## config.mk

```make
export PLATFORM = sky130hd
export DESIGN_NAME = stepper_phase_decoder
export DESIGN_NICKNAME = d
export VERILOG_FILES = /design/src/rtl/stepper_phase_decoder.sv
export SDC_FILE = /design/constraint.sdc
export NUM_CORES = 1
export LEC_CHECK = 0
export ABC_AREA = 1
export CORE_ASPECT_RATIO = 0.75
export CORE_UTILIZATION = 35
export DETAILED_ROUTE_END_ITERATION = 10
export PLACE_DENSITY = 0.65
export SETUP_SLACK_MARGIN = 0.15
export SKIP_CTS_REPAIR_TIMING = 1
export SLEW_MARGIN = 25
export SYNTH_ARGS = -nofsm -noshare
export SYNTH_HDL_FRONTEND = slang
export SYNTH_SLANG_ARGS = --single-unit
```

## constraint.sdc

```tcl
create_clock -name clk -period 3.1 [get_ports clk]
set_input_delay 0.775 -clock clk [delete_from_list [all_inputs] [get_ports clk]]
set_output_delay 0.775 -clock clk [all_outputs]
set_load 0.02 [all_outputs]
```

## src/rtl/stepper_phase_decoder.sv

```systemverilog
// Stepper coil phase decoder: synchronises and debounces the 4-bit coil drive,
// checks the full-step phase sequence and tracks car position, floor and direction.
module stepper_phase_decoder #(
   parameter int unsigned STEPS_PER_FLOOR = 48,
   parameter int unsigned NUM_FLOORS      = 9,
   parameter int unsigned STABLE_CYCLES   = 4
) (
   input  logic                               clk,
   input  logic                               rst_n,
   input  logic [3:0]                         coil_in,
   input  logic                               clear_fault,
   output logic                               step_pulse,
   output logic                               step_dir,
   output logic [3:0]                         floor,
   output logic [$clog2(STEPS_PER_FLOOR)-1:0] sub_step,
   output logic                               at_floor,
   output logic                               idle,
   output logic                               fault,
   output logic [1:0]                         fault_code
);

   localparam int unsigned SW = $clog2(STEPS_PER_FLOOR);
   localparam int unsigned CW = $clog2(STABLE_CYCLES + 1);

   localparam logic [SW-1:0] SUB_MAX   = SW'(STEPS_PER_FLOOR - 1);
   localparam logic [3:0]    TOP_FLOOR = 4'(NUM_FLOORS - 1);
   localparam logic [CW-1:0] CNT_FULL  = CW'(STABLE_CYCLES);

   localparam logic [3:0] CODE_P0  = 4'b1001;
   localparam logic [3:0] CODE_P1  = 4'b1010;
   localparam logic [3:0] CODE_P2  = 4'b0110;
   localparam logic [3:0] CODE_P3  = 4'b0101;
   localparam logic [3:0] CODE_OFF = 4'b0000;

   localparam logic [1:0] FC_NONE    = 2'b00;
   localparam logic [1:0] FC_ILLEGAL = 2'b01;
   localparam logic [1:0] FC_SKIP    = 2'b10;
   localparam logic [1:0] FC_OVER    = 2'b11;

   typedef enum logic [1:0] {S_INIT, S_IDLE, S_TRACK, S_FAULT} state_t;

   logic [3:0]    sync1, sync2, cand, last_acc;
   logic [CW-1:0] cnt;
   logic          accept;

   logic          ph_valid;
   logic [1:0]    ph_idx, ref_idx, diff;

   state_t        state, state_nx;
   logic [1:0]    ref_nx, fcode_nx;
   logic [3:0]    floor_nx;
   logic [SW-1:0] sub_nx;
   logic          dir_nx, pulse_nx;

   // Input synchroniser, stability counter and last-accepted code
   always_ff @(posedge clk) begin
      if (!rst_n) begin
         sync1    <= '0;
         sync2    <= '0;
         cand     <= '0;
         last_acc <= '0;
         cnt      <= '0;
      end else begin
         sync1 <= coil_in;
         sync2 <= sync1;
         if (sync2 != cand) begin
            cand <= sync2;
            cnt  <= CW'(1);
         end else if (cnt != CNT_FULL) begin
            cnt <= cnt + 1'b1;
         end
         if (accept)
            last_acc <= cand;
      end
   end

   assign accept = (cnt == CNT_FULL) && (cand != last_acc);
   assign diff   = ph_idx - ref_idx;

   // Phase table lookup of the candidate code
   always_comb begin
      ph_valid = 1'b1;
      ph_idx   = 2'd0;
      case (cand)
         CODE_P0: ph_idx = 2'd0;
         CODE_P1: ph_idx = 2'd1;
         CODE_P2: ph_idx = 2'd2;
         CODE_P3: ph_idx = 2'd3;
         default: ph_valid = 1'b0;
      endcase
   end

   // State, position and output registers
   always_ff @(posedge clk) begin
      if (!rst_n) begin
         state      <= S_INIT;
         ref_idx    <= '0;
         floor      <= '0;
         sub_step   <= '0;
         step_dir   <= 1'b0;
         step_pulse <= 1'b0;
         at_floor   <= 1'b1;
         idle       <= 1'b1;
         fault      <= 1'b0;
         fault_code <= FC_NONE;
      end else begin
         state      <= state_nx;
         ref_idx    <= ref_nx;
         floor      <= floor_nx;
         sub_step   <= sub_nx;
         step_dir   <= dir_nx;
         step_pulse <= pulse_nx;
         at_floor   <= (sub_nx == '0);
         idle       <= (state_nx == S_INIT) || (state_nx == S_IDLE);
         fault      <= (state_nx == S_FAULT);
         fault_code <= fcode_nx;
      end
   end

   // Next-state, sequence check and position update
   always_comb begin
      state_nx = state;
      ref_nx   = ref_idx;
      floor_nx = floor;
      sub_nx   = sub_step;
      dir_nx   = step_dir;
      pulse_nx = 1'b0;
      fcode_nx = fault_code;
      case (state)
         S_INIT, S_IDLE: begin
            if (accept) begin
               if (ph_valid) begin
                  ref_nx   = ph_idx;
                  state_nx = S_TRACK;
               end else if (cand == CODE_OFF) begin
                  state_nx = S_IDLE;
               end else begin
                  state_nx = S_FAULT;
                  fcode_nx = FC_ILLEGAL;
               end
            end
         end
         S_TRACK: begin
            if (accept) begin
               if (!ph_valid) begin
                  if (cand == CODE_OFF) begin
                     state_nx = S_IDLE;
                  end else begin
                     state_nx = S_FAULT;
                     fcode_nx = FC_ILLEGAL;
                  end
               end else if (diff == 2'd2) begin
                  state_nx = S_FAULT;
                  fcode_nx = FC_SKIP;
               end else if (diff == 2'd1) begin
                  if (floor == TOP_FLOOR && sub_step == '0) begin
                     state_nx = S_FAULT;
                     fcode_nx = FC_OVER;
                  end else begin
                     pulse_nx = 1'b1;
                     dir_nx   = 1'b0;
                     ref_nx   = ph_idx;
                     if (sub_step == SUB_MAX) begin
                        sub_nx   = '0;
                        floor_nx = floor + 4'd1;
                     end else begin
                        sub_nx = sub_step + 1'b1;
                     end
                  end
               end else if (diff == 2'd3) begin
                  if (floor == '0 && sub_step == '0) begin
                     state_nx = S_FAULT;
                     fcode_nx = FC_OVER;
                  end else begin
                     pulse_nx = 1'b1;
                     dir_nx   = 1'b1;
                     ref_nx   = ph_idx;
                     if (sub_step == '0) begin
                        sub_nx   = SUB_MAX;
                        floor_nx = floor - 4'd1;
                     end else begin
                        sub_nx = sub_step - 1'b1;
                     end
                  end
               end
            end
         end
         S_FAULT: begin
            if (clear_fault) begin
               state_nx = S_INIT;
               fcode_nx = FC_NONE;
            end
         end
         default: state_nx = S_INIT;
      endcase
   end

endmodule

```

# --- Word level (Yosys, flattened, before mapping) ---
# Index checks and enable logic that the tools add are counted.
op_classes:
  n_reduce_logical: 22
  n_bitwise: 5
  eq_ne: 34
  add_sub_neg: 6
  n_mux: 62
ops:
  columns: ["operator", "count"]
  rows:
  - ["$mux 2", 31]
  - ["$mux 6", 10]
  - ["$mux 4", 6]
  - ["$ne 2x2->1 const B", 9]
  - ["$pmux 2 s3", 3]
  - ["$reduce_and 9->1", 2]
  - ["$ne 5x5->1 const B", 3]
  - ["$reduce_and 7->1", 2]
  - ["$eq 4x4->1 const B", 3]
  - ["$logic_not 6->1", 2]
  - ["$ne 3x3->1 const B", 4]
  - ["$mux 1", 11]
  - ["$eq 2x2->1 const B", 5]
  - ["$eq 4x3->1 const B", 2]
  - ["$logic_not 4->1", 2]
  - ["$ne 4x4->1", 2]
  - ["$reduce_bool 2->1", 4]
  - ["$add 6x1->6 const B", 1]
  - ["$eq 2x1->1 const B", 3]
  - ["$eq 6x6->1 const B", 1]
  - ["$sub 6x1->6 const B", 1]
  - ["$not 1->1", 5]
  - ["$reduce_or 5->1", 1]
  - ["$add 4x1->4 const B", 1]
  - ["11 further kinds", 15]
totals:
  reg_bits: 40
  wordCells: 145
  input_bits: 7
  output_inout_bits: 17

# --- Longest topological paths before layout ---
logic_depth:
  ltp_word: 12
  ltp_mapped: 20

# --- Least setup slack after synthesis ---
# No wires, ideal clock.
synth_timing:
  path_type: "flip-flop to flip-flop"
  from: "register cand[0]"
  to: "register floor[3]"
  setup_slack_ps: 446
  arrival_ps: 2536
  synth_period_minus_slack_ps: 2654
  path_buffers: 2
  t_required_ps: 2982
  path_stages_with_launch: 17
  path_cell_list: "dfxtp_1 buf_6 inv_1 nand2_2 nor2_1 a31oi_1 ha_1 clkinv_1 nand3_4 buf_6 ha_1 a21oi_1 nand2_1 xnor2_1 nor2_2 o21ai_1 nor2_1"
synth_between:
  elab_chain_len: 6
  elab_cells_between_ends: 21
  cone_classes: "add/sub: 1; eq/ne: 11; mux: 3; bitwise: 1; reduce/logical: 5"
synth_rtl:
  columns: ["element", "line", "text"]
  rows:
  - ["start, declared", "42", "logic [3:0] sync1, sync2, cand, last_acc;"]
  - ["start signal, assigned", "67", "cand <= sync2;"]
  - ["$eq 4x3->1 / $eq 4x4->1 (equally long branches)", "84", "case (cand)"]
  - ["$pmux 2 s3", "84", null]
  - ["$sub 2x2->2", "78", "assign diff = ph_idx - ref_idx;"]
  - ["$eq 2x1->1 (tied with other cells)", "155", "end else if (diff == 2'd1) begin"]
  - ["$ne 2x1->1 (no line) (tied with other cells)", null, null]
  - ["$reduce_and 9->1 (no line)", null, null]
  - ["end signal, assigned", "109", "floor <= floor_nx;"]
  - ["end, declared", "14", "output logic [3:0] floor,"]
# Parallel ways exist; a longest one is shown, timed or not.
# A chain may end at the register's enable or synchronous reset.

# --- Final worst setup path ---
layout_timing:
  from: "register cand[1]"
  to: "register floor[3]"
# The elaborated chain is that of the path after synthesis.

==> flow_metrics.env <==
export IMPL_cp_slowest_cell="dfxtp_1"
export IMPL_boundaryPins=24
export IMPL_viasPerCell=4.63
export IMPL_worstHoldPathType="flip-flop to flip-flop"
export IMPL_synth_top_family_by_area="simple AND/OR/NAND/NOR gates"
export IMPL_clockBufferDepth=2
export IMPL_wirelength_microns=5300
export IMPL_route_detailed_drc=0
export IMPL_startpoint_type="flip-flop"
export IMPL_yosysSeqAreaShare=0.324
export IMPL_synthToLayoutAreaGrowth_pct=20.4
export IMPL_synth_xor_area_share=0.0390
export IMPL_finalCritPeriodShare=0.866
export IMPL_synth_edf_count=0
export IMPL_ys_ff_latch=40
export IMPL_synthSimpleGateAreaFrac=0.402
export IMPL_cts_tree="built"
export IMPL_p_leak_uw=0.00152
export IMPL_finalMaxSlewViolations=0
export IMPL_dr_wl_met2_microns=2210
export IMPL_antenna_found_initial=0
export IMPL_layout_common_cells="nand2_1, inv_1, nor2_1"
export IMPL_fmax_mhz=373
export IMPL_cp_startpoint="cand[1]"
export IMPL_status="complete, no violations"
export IMPL_overflow=0
export IMPL_worstReg2RegEnd="floor[3]"
export IMPL_path_max_fanout=10
export IMPL_vdd_ir_drop_worst_mv=0.236
export IMPL_drtIter0Drc=175
export IMPL_synth_area_mux_share=0
export IMPL_hold_end="sync2[0]"
export IMPL_slew_headroom=0.651
export IMPL_postLayoutCellArea_sq_um=2980
export IMPL_crit_required_ps=3300
export IMPL_cp_cell_sequence="nand2_2 > nor2_1 > a31oi_2 > ha_1 > inv_1 > nand2_1 > nand2_1 > inv_1 > nand2_4 > nand3_4 > buf_12 > ha_1 > nand3_1 > nand2_1 > xnor2_2 > nor2_2 > o21ai_1 > nor2_1"
export IMPL_grtUsageTotal=0.152
export IMPL_synthArstFlopShare=0
export IMPL_initial_utilization=0.362
export IMPL_routedLengthMet1_microns=2790
export IMPL_cap_viol_max_count=0
export IMPL_worstMarginPinSlew_ps=519
export IMPL_place_area_sq_um=2770
export IMPL_cts_root_buf="clkbuf_8"
export IMPL_reg2regPathDepth=18
export IMPL_core_rowCount=26
export IMPL_total_power_uw=1040
export IMPL_die_area_sq_um=7400
export IMPL_grt_max_degree=25
export IMPL_yosysTopAreaCellShare=0.324
export IMPL_multiInputGateArea_sq_um=1390
export IMPL_htreeDepth=2
export IMPL_r2r_start="cand[1]"
export IMPL_place_inst=474
export IMPL_utilization=0.436
export IMPL_worstPathArrival_ps=2890
export IMPL_hold_viol_final=0
export IMPL_syn_area_sq_um=2470
export IMPL_worstHoldPathCells=2
export IMPL_synth_fa_ha_area_frac=0.0435
export IMPL_power_density_nw_per_um2=349
export IMPL_yosys_warnings=0
export IMPL_finClkSkew_ps=9.21
export IMPL_grt_setup_unrepaired="no"
export IMPL_endpoint_kind="flip-flop"
export IMPL_hpwl_microns=3970
export IMPL_critPathMaxStageDelay_ps=470
export IMPL_drive_above_1_share=0.143
export IMPL_die_width_microns=99.0
export IMPL_core_area_sq_um=6830
export IMPL_synth_compound_area_frac=0.0739
export IMPL_synth_ff_type="dfxtp_1"
export IMPL_first_pass_iters=4
export IMPL_crit_type="flip-flop to flip-flop"
export IMPL_fillers=694
export IMPL_wl_per_cell_microns=10.8
export IMPL_syn_area_per_cell_sq_um=6.64
export IMPL_die_h_microns=74.8
export IMPL_fin_nets=420
export IMPL_synth_area_top_cells="dfxtp_1, nand2_1, inv_1"
export IMPL_tns_ps=0
export IMPL_register_area_sq_um=803
export IMPL_clock_latency_ps=300
export IMPL_finalSetupViolations=0
export IMPL_period_needed_ps=2680
export IMPL_netlist_instances=372
export IMPL_rrSetupSlack_ps=420
export IMPL_yosysUniqueCellTypes=33
export IMPL_wl_met3_microns=248
export IMPL_final_antenna_net_count=0
export IMPL_first_global_vias=1992
export IMPL_diodes=0
export IMPL_vias=2269
export IMPL_layout_cells_non_filler=490
export IMPL_layout_commonest_cell="nand2_1"
export IMPL_gp_congestion=0.876
export IMPL_yosysTopAreaCell="dfxtp_1"
export IMPL_synth_fp_nets=387
export IMPL_clkTransAtPathRegs_ps=90
export IMPL_hp_start="sync1[0]"
export IMPL_grt_pass1_wl_microns=8920
export IMPL_dr_max_layer_used="met4"
export IMPL_crit_path_frequent_cell="nand2_1"
export IMPL_cts_sink_count=40
export IMPL_cts_buffers=5
export IMPL_portBuffers=23
==> per-layer routing <==
metal  vias to the layer above  GRT usage
li1                       1207          -
met1                      1005      0.215
met2                        52      0.227
met3                         5     0.0334
met4                         0     0.0614
met5                         -          0
==> power by group <==
part / internal, uW / switching (uW)
clock network: 243 / 207
registers: 523 / 6.96
logic: 24.7 / 35.0
total: 791 / 249
==> kinds of logic (layout without fill, tap and decap cells) <==
kind of cell               after synthesis  count (layout)
xor gates and xnor gates                11              11
adders and majority gates                8               8
and+or+nand+nor                        209             209
AOI/OAI and AO/OA                       33              33
DFF                                     40              40
buffers and inverters                   71             105
==> metrics by stage <==
step	setup slack (ps)	hold slack, ps
after detailed placement	279	401
after CTS	247	424
after global placement	398	392
after global routing	156	435
after floorplan	446	390
final	417	420
==> sequential cells by signal, summed over array words and instances, names as in the netlist, 3 cells and up <==
register,flops
sync2,4
cnt,3
cand,4
last_acc,4
sub_step,6
sync1,4
floor,4
==> area by class of cell <==
type	count	area share
sequential	40	0.270
multi-input combinational	261	0.468
tap	84	0.0353
clock inverter	3	0.0156
clock buffer	5	0.0231
timing repair buffer	33	0.107
inverter	64	0.0807
==> worst max path at each step <==
| stage | end | slack, ps | depth (start not counted) |
|---|---|---|---|
| after global placement | floor[3] | 400 | 17 |
| after floorplan | floor[3] | 450 | 16 |
| after global routing | floor[3] | 160 | 17 |
| after detailed placement | floor[3] | 280 | 17 |
| final | floor[3] | 420 | 18 |
| after CTS | floor[3] | 250 | 17 |
==> critical path, delay by kind of cell, from the launching register on <==
family / cells / cell delay [ps]
flops: 1 / 470
simple gates: 10 / 950
compound gates: 2 / 170
fa+ha+maj: 2 / 490
xor+xnor: 1 / 200
buf+inv: 3 / 310
==> cell usage after synthesis, types with 4 or more instances <==
cell,count
a21oi_1,15
dfxtp_1,40
ha_1,7
inv_1,54
inv_2,9
nand2_1,106
nand2_2,6
nand2_4,8
nand3_1,21
nand4_1,6
nor2_1,44
nor3_1,5
o21ai_0,9
o21ai_1,4
xor2_1,8
Power figures use the tool's default switching activity.
